`config.mk`:
```
export PLATFORM = sky130hd
export DESIGN_NAME = unsat_index_mapper
export DESIGN_NICKNAME = d
export VERILOG_FILES = /design/src/rtl/unsat_index_mapper.sv
export SDC_FILE = /design/constraint.sdc
export NUM_CORES = 2
export LEC_CHECK = 0
export ABC_CLOCK_PERIOD_IN_PS = 14000
export BUFFER_PORTS_ARGS = -buffer_cell sky130_fd_sc_hd__buf_2
export CAP_MARGIN = 25
export CORE_MARGIN = 2
export CORE_UTILIZATION = 50
export DETAILED_ROUTE_END_ITERATION = 7
export PLACE_DENSITY = 0.66
export REMOVE_ABC_BUFFERS = 1
export SLEW_MARGIN = 15
export SYNTH_ARGS = -nofsm -noshare
export SYNTH_HDL_FRONTEND = slang
export SYNTH_SLANG_ARGS = --single-unit
```
`constraint.sdc`:
```
create_clock -name clk -period 14 [get_ports clk]
set_input_delay 4.2 -clock clk [delete_from_list [all_inputs] [get_ports clk]]
set_output_delay 4.2 -clock clk [all_outputs]
set_load 0.01 [all_outputs]
```
`src/rtl/unsat_index_mapper.sv`:
```
// rtl/unsat_index_mapper.sv - maps a random word to rand mod m via reciprocal-ROM multiply,
// subtract and a single +/-m correction step.
module unsat_index_mapper #(
    parameter int BUFFER_DEPTH  = 2048,
    parameter int M_TABLE_WIDTH = 32,
    parameter int RAND_WIDTH    = 32,
    localparam int IDX_W        = $clog2(BUFFER_DEPTH)
) (
    input  logic                     clk,
    input  logic                     rst,
    input  logic                     start_i,
    output logic                     ready_o,
    input  logic [RAND_WIDTH-1:0]    rand_i,
    input  logic [IDX_W:0]           unsat_count_i,
    output logic                     m_table_en_o,
    output logic [IDX_W:0]           m_table_addr_o,
    input  logic [M_TABLE_WIDTH-1:0] m_table_data_i,
    output logic [IDX_W-1:0]         idx_o,
    output logic                     idx_valid_o,
    output logic                     zero_err_o
);

    localparam int W  = RAND_WIDTH;
    localparam int RW = RAND_WIDTH + 2;
    localparam int PW = RAND_WIDTH + IDX_W + 1;

    typedef enum logic [2:0] {
        S_IDLE,
        S_LOOKUP,
        S_MUL,
        S_SUB,
        S_FIX
    } state_t;

    state_t             state;
    state_t             state_nx;
    logic [W-1:0]       rand_r;
    logic [IDX_W:0]     m_r;
    logic [W-1:0]       q_r;
    // Two's-complement remainder estimate; MSB set means q overshot by one.
    logic [RW-1:0]      r_r;
    logic [RW-1:0]      m_ext;
    logic [RW-1:0]      r_fix;

    assign m_ext = {{(RW-IDX_W-1){1'b0}}, m_r};

    always_comb begin
        state_nx       = state;
        ready_o        = 1'b0;
        m_table_en_o   = 1'b0;
        m_table_addr_o = '0;
        case (state)
            S_IDLE: begin
                ready_o = 1'b1;
                if (start_i) state_nx = S_LOOKUP;
            end
            S_LOOKUP: begin
                if (m_r != '0) begin
                    m_table_en_o   = 1'b1;
                    m_table_addr_o = m_r;
                end
                state_nx = S_MUL;
            end
            S_MUL:   state_nx = S_SUB;
            S_SUB:   state_nx = S_FIX;
            S_FIX:   state_nx = S_IDLE;
            default: state_nx = S_IDLE;
        endcase
    end

    always_comb begin
        r_fix = r_r;
        if (r_r[RW-1]) begin
            r_fix = r_r + m_ext;
        end else if (r_r >= m_ext) begin
            r_fix = r_r - m_ext;
        end
    end

    always_ff @(posedge clk or posedge rst) begin
        if (rst) begin
            state       <= S_IDLE;
            rand_r      <= '0;
            m_r         <= '0;
            q_r         <= '0;
            r_r         <= '0;
            idx_o       <= '0;
            idx_valid_o <= 1'b0;
            zero_err_o  <= 1'b0;
        end else begin
            state       <= state_nx;
            idx_valid_o <= 1'b0;
            zero_err_o  <= 1'b0;
            case (state)
                S_IDLE: begin
                    if (start_i) begin
                        rand_r <= rand_i;
                        m_r    <= unsat_count_i;
                    end
                end
                S_MUL: begin
                    // ROM output is undefined when it was not addressed (m=0); keep it out.
                    if (m_r == '0) begin
                        q_r <= '0;
                    end else begin
                        q_r <= W'(({{W{1'b0}}, rand_r} * {{W{1'b0}}, m_table_data_i}) >> W);
                    end
                end
                S_SUB: begin
                    r_r <= {2'b00, rand_r} - RW'({{(IDX_W+1){1'b0}}, q_r} * {{W{1'b0}}, m_r});
                end
                S_FIX: begin
                    idx_valid_o <= 1'b1;
                    if (m_r == '0) begin
                        idx_o      <= '0;
                        zero_err_o <= 1'b1;
                    end else begin
                        idx_o <= IDX_W'(r_fix);
                    end
                end
                default: ;
            endcase
        end
    end

    // Product width bound for the SUB step relies on PW >= RW.
    logic unused_pw_ok;
    assign unused_pw_ok = (PW >= RW);

endmodule

```
## Word level (Yosys, flattened, before mapping)

Cells that the tools add are included.

| cells by class | value |
|---|---|
| bitwise operators | 0 |
| magnitude comparators | 1 |
| shifts and indexed selects | 0 |
| reduce and logical (&&, ||, !) cells | 4 |
| multiply operators | 2 |
| divide/modulo/power cells | 0 |
| equality and inequality tests | 5 |
| add/sub/neg operators | 3 |
| mux-type cells | 14 |

Operators by type and width:

| cell | number |
|---|---|
| $mul A32 B32 Y64 | 1 |
| $ge A34 B12 Y1 | 1 |
| $mul A32 B12 Y34 | 1 |
| $sub A32 B34 Y34 | 1 |
| $mux W11 | 3 |
| $mux W32 | 1 |
| $mux W12 | 2 |
| $logic_not A12 Y1 | 1 |
| $pmux W3 S4 | 1 |
| $reduce_bool A12 Y1 | 1 |
| $add A11 B11 Y11 | 1 |
| $sub A11 B11 Y11 | 1 |
| $eq A3 B2 Y1 const B | 2 |
| $mux W1 | 6 |
| $eq A3 B1 Y1 const B | 1 |
| $eq A3 B3 Y1 const B | 1 |
| $logic_not A3 Y1 | 1 |
| $mux W3 | 1 |
| $ne A2 B2 Y1 const B | 1 |
| $reduce_and A2 Y1 | 1 |

| storage, ports and cells | value |
|---|---|
| register bits after elaboration | 126 |
| ROM bits | 0 |
| word-level logic and storage cells | 37 |
| bits in writable memories | 0 |
| memories | 0 |
| output and inout port bits | 27 |
| bits of input ports | 79 |
| latch bits | 0 |

## Logic depth before layout (Yosys ltp)

| depth | value |
|---|---|
| depth in word-level cells | 4 |
| gate-level depth with buffers | 28 |
| mapped depth without buffers | 26 |

## Least setup slack after synthesis

OpenSTA, ideal clock, no wires.

| timing | value |
|---|---|
| path kind | input-to-reg |
| start | in m_table_data_i[17] |
| end | reg q_r[16] |
| buffers on the path | 2 |
| required time | 13.869 ns |
| slack | 2.990 ns |
| cell stages on the path | 26 |
| setup time | 0.131 ns |
| arrival | 10.879 ns |
| path through | clkbuf_1 and2_1 fa_1 inv_1 fa_1 inv_1 fa_1 inv_1 fa_1 inv_1 fa_1 fa_1 fa_1 fa_1 ha_1 a21oi_1 o21ai_1 a2111oi_1 o211a_1 nor4_1 or2_1 buf_2 a311o_1 a31oi_1 xor2_1 o21ai_1 |

| between the ends | value |
|---|---|
| word-level cells in the longest chain between the ends | 2 |

RTL lines:

| what | RTL line | text |
|---|---|---|
| start, declared | 17 | `input logic [M_TABLE_WIDTH-1:0] m_table_data_i,` |
| $mul A32 B32 Y64 | 106 | `q_r <= W'(({{W{1'b0}}, rand_r} * {{W{1'b0}}, m_table_data_i}) >> W);` |
| $mux W32 | 103 | `if (m_r == '0) begin` |
| end signal, assigned | 106 |  |
| end, declared | 39 | `logic [W-1:0] q_r;` |

No other way between the ends.
A chain may end at the register's enable or synchronous reset.

## Worst setup path after layout

| timing | value |
|---|---|
| start | in m_table_data_i[10] |
| end | reg q_r[31] |

The elaborated chain is that of the path after synthesis.

==> flow_summary.json <==
{
  "post-route-period-util_pct": 83.70,
  "cts_tree": "built",
  "maxCapViolations": 0,
  "syn_to_final_growth_pct": 3.999,
  "final_core_util_pct": 52.51,
  "synth_area_um2": 48900,
  "globalplace.congestion": 0.8921,
  "nNetsFinal": 6733,
  "cp_cell_sequence": "buf_2 -> and2_1 -> fa_1 -> fa_1 -> inv_1 -> fa_1 -> fa_1 -> inv_1 -> fa_1 -> fa_1 -> fa_1 -> fa_1 -> ha_1 -> nand3_1 -> nor4_1 -> o21ai_1 -> o21ai_1 -> a21oi_1 -> o31a_1 -> o31a_1 -> o31ai_2 -> xnor2_1 -> o21ai_1",
  "ys_seq_area_share_pct": 6.448,
  "tightest_slew_ps": 1077,
  "final_layout_size_suffix_gt1_share_pct": 4.480,
  "finClkSkew_ps": 16.19,
  "drt_first_pass_iters": 6,
  "ys_warn_count": 0,
  "wire_per_inst_um": 20.47,
  "vias": 34710,
  "highest_layer": "met5",
  "drt-initial-drc-count": 2187,
  "ioPinCount": 106,
  "synth-edff-count": 0,
  "rows": 114,
  "synth.most_common_cell": "fa_1",
  "cp_top_family": "adder cells",
  "nFillCells": 8924,
  "rsz0062_at_grt": "no",
  "die_area_um2": 100300,
  "ys_types": 68,
  "cts_resized": 0,
  "route.met3.wl_mm": 9.749,
  "grt_use_total_pct": 27.70,
  "die-height_um": 316.7,
  "slowest_delay_ps": 640,
  "routed_wirelength_mm": 131.3,
  "drv_slew": 0,
  "crit_path_frequent_cell": "fa_1",
  "antenna_left": 0,
  "dpl.hpwl_mm": 97.56,
  "met1_length_mm": 53.77,
  "cp_data_arrival_time_ps": 12030,
  "start_util_pct": 50.49,
  "ys_ff_latch": 126,
  "htreeDepth": 4,
  "slowest_stage": "buf_2",
  "vias_per_cell": 5.412,
  "hold_class": "register to register",
  "clkTransAtPathRegs_ps": 60,
  "finalHoldViolations": 0,
  "finalCriticalPeriod_ps": 11720,
  "start_kind": "input port",
  "setup-tns-final_ps": 0,
  "port_buffers": 105,
  "drc": 0,
  "path_class": "input port to register",
  "grt_pass1_wl_mm": 212.4,
  "postSynthAreaPerCell_um2": 9.318,
  "synthArstFlopShare_pct": 100.0,
  "path_buf_inv": 3,
  "core_area_um2": 96850,
  "synth_area_leader_cell": "fa_1",
  "grt-ovfl-total": 0,
  "clkLatencyLatePin_ps": 450,
  "antenna_found_initial": 2,
  "cts_sinks": 126,
  "cp-end-kind": "register",
  "synthCells": 5248,
  "clockRootBuffer": "clkbuf_16",
  "status": "finished, final reports clean",
  "yosysTopAreaCellShare_pct": 48.55,
  "met2_length_mm": 63.70,
  "die_x_um": 316.7,
  "grt_pass1_vias": 37760,
  "synthTopCellsByArea": "fa_1, and2_1, ha_1",
  "synth_flop_cell": "dfrtp_1",
  "required_ps": 14310,
  "grt_max_degree": 72,
  "maxClockFrequency_ghz": 0.08534,
  "relSlewSlack_pct": 28.22,
  "hold_buffers": 0,
  "cts_buffers": 17,
  "clockBufferDepth": 2,
  "post_cts_buffers": 0,
  "synth_common_cells": "fa_1, inv_1, and2_1",
  "critPathMaxFanout": 32,
  "finalSetupViolCount": 0
}
[per-stage QoR]
stage          instances  instance area (um2)  setup WS (ps)  hold slack [ps]
3_5_place_dp        6377                50270           1869            472.0
2_1_floorplan       4948                47770           3201            447.7
3_3_place_gp        6377                50270           1903            464.0
4_1_cts             6409                50830           2317            486.7
5_1_grt             6411                50850           1959            511.0
6_report            6413                50860           2283            481.6
[state kept, by name (all words and copies together) (netlist names)]
signal	cells
r_r	34
idx_o	11
idx_valid_o	1
rand_r	32
zero_err_o	1
state	3
m_r	12
q_r	32
[final cells by class]
type | count | area, um2 | area share (%)
clock inverters | 11 | 107.6 | 0.2116
inverters | 1124 | 4224 | 8.306
multi-input cells | 3698 | 40410 | 79.46
well taps | 1276 | 1597 | 3.139
clock buffers | 21 | 460.4 | 0.9054
diodes | 3 | 7.507 | 0.01476
repair buffers | 154 | 897.1 | 1.764
flip-flops and latches | 126 | 3153 | 6.200
[per-layer routing]
layer  vias to the layer above  track usage, %
li1                      15150               -
met1                     18150           37.46
met2                      1170           45.86
met3                       229           4.995
met4                         2           7.997
met5                         -          0.4735
[final timing paths]
path	start	end	slack [ps]	cells past startpoint
worst max-delay path	m_table_data_i[10]	q_r[31]$_DFFE_PP0P_	2280	23
worst min-delay path	r_r[30]$_DFFE_PP0P_	r_r[30]$_DFFE_PP0P_	480	2
worst max register to register	rand_r[24]$_DFFE_PP0P_	q_r[26]$_DFFE_PP0P_	5550	23
worst min register to register	r_r[30]$_DFFE_PP0P_	r_r[30]$_DFFE_PP0P_	480	2
max in group asynchronous	rst	q_r[24]$_DFFE_PP0P_	8940	3
min in group asynchronous	rst	rand_r[0]$_DFFE_PP0P_	3790	2
[cells by family after synthesis]
| group | share of synthesized area [%] |
|---|---|
| buf+inv | 10.95 |
| flops | 6.448 |
| mux | 0.6908 |
| simple gates | 17.89 |
| compound gates | 4.838 |
| xor+xnor | 1.755 |
| fa+ha+maj | 57.43 |
[placed cells by master, fill, tap and decap left out, types with 9 or more instances in the layout]
master / n
buf_4: 48
a31oi_1: 17
clkbuf_16: 17
a21oi_1: 86
a21o_1: 47
nor4_1: 11
xor2_1: 34
o21ai_0: 73
nor2_1: 50
inv_1: 1121
nand2b_1: 9
xnor2_1: 64
nand4_1: 18
mux2_2: 30
and2_1: 875
dfrtp_1: 126
nand3_1: 27
nor2b_1: 11
o21bai_1: 15
buf_2: 105
ha_1: 347
nor3_1: 15
fa_1: 1186
o21ai_1: 31
o31ai_1: 14
nand2_1: 629
[tightest hold or removal path, cell delays in order (launching register included)]
cell	delay, ps
dfrtp_1	340
nand2_1	50
o21ai_1	60
Power is not shown: default switching activity piles up to over one toggle a cycle in this logic, so the estimate is an artifact.
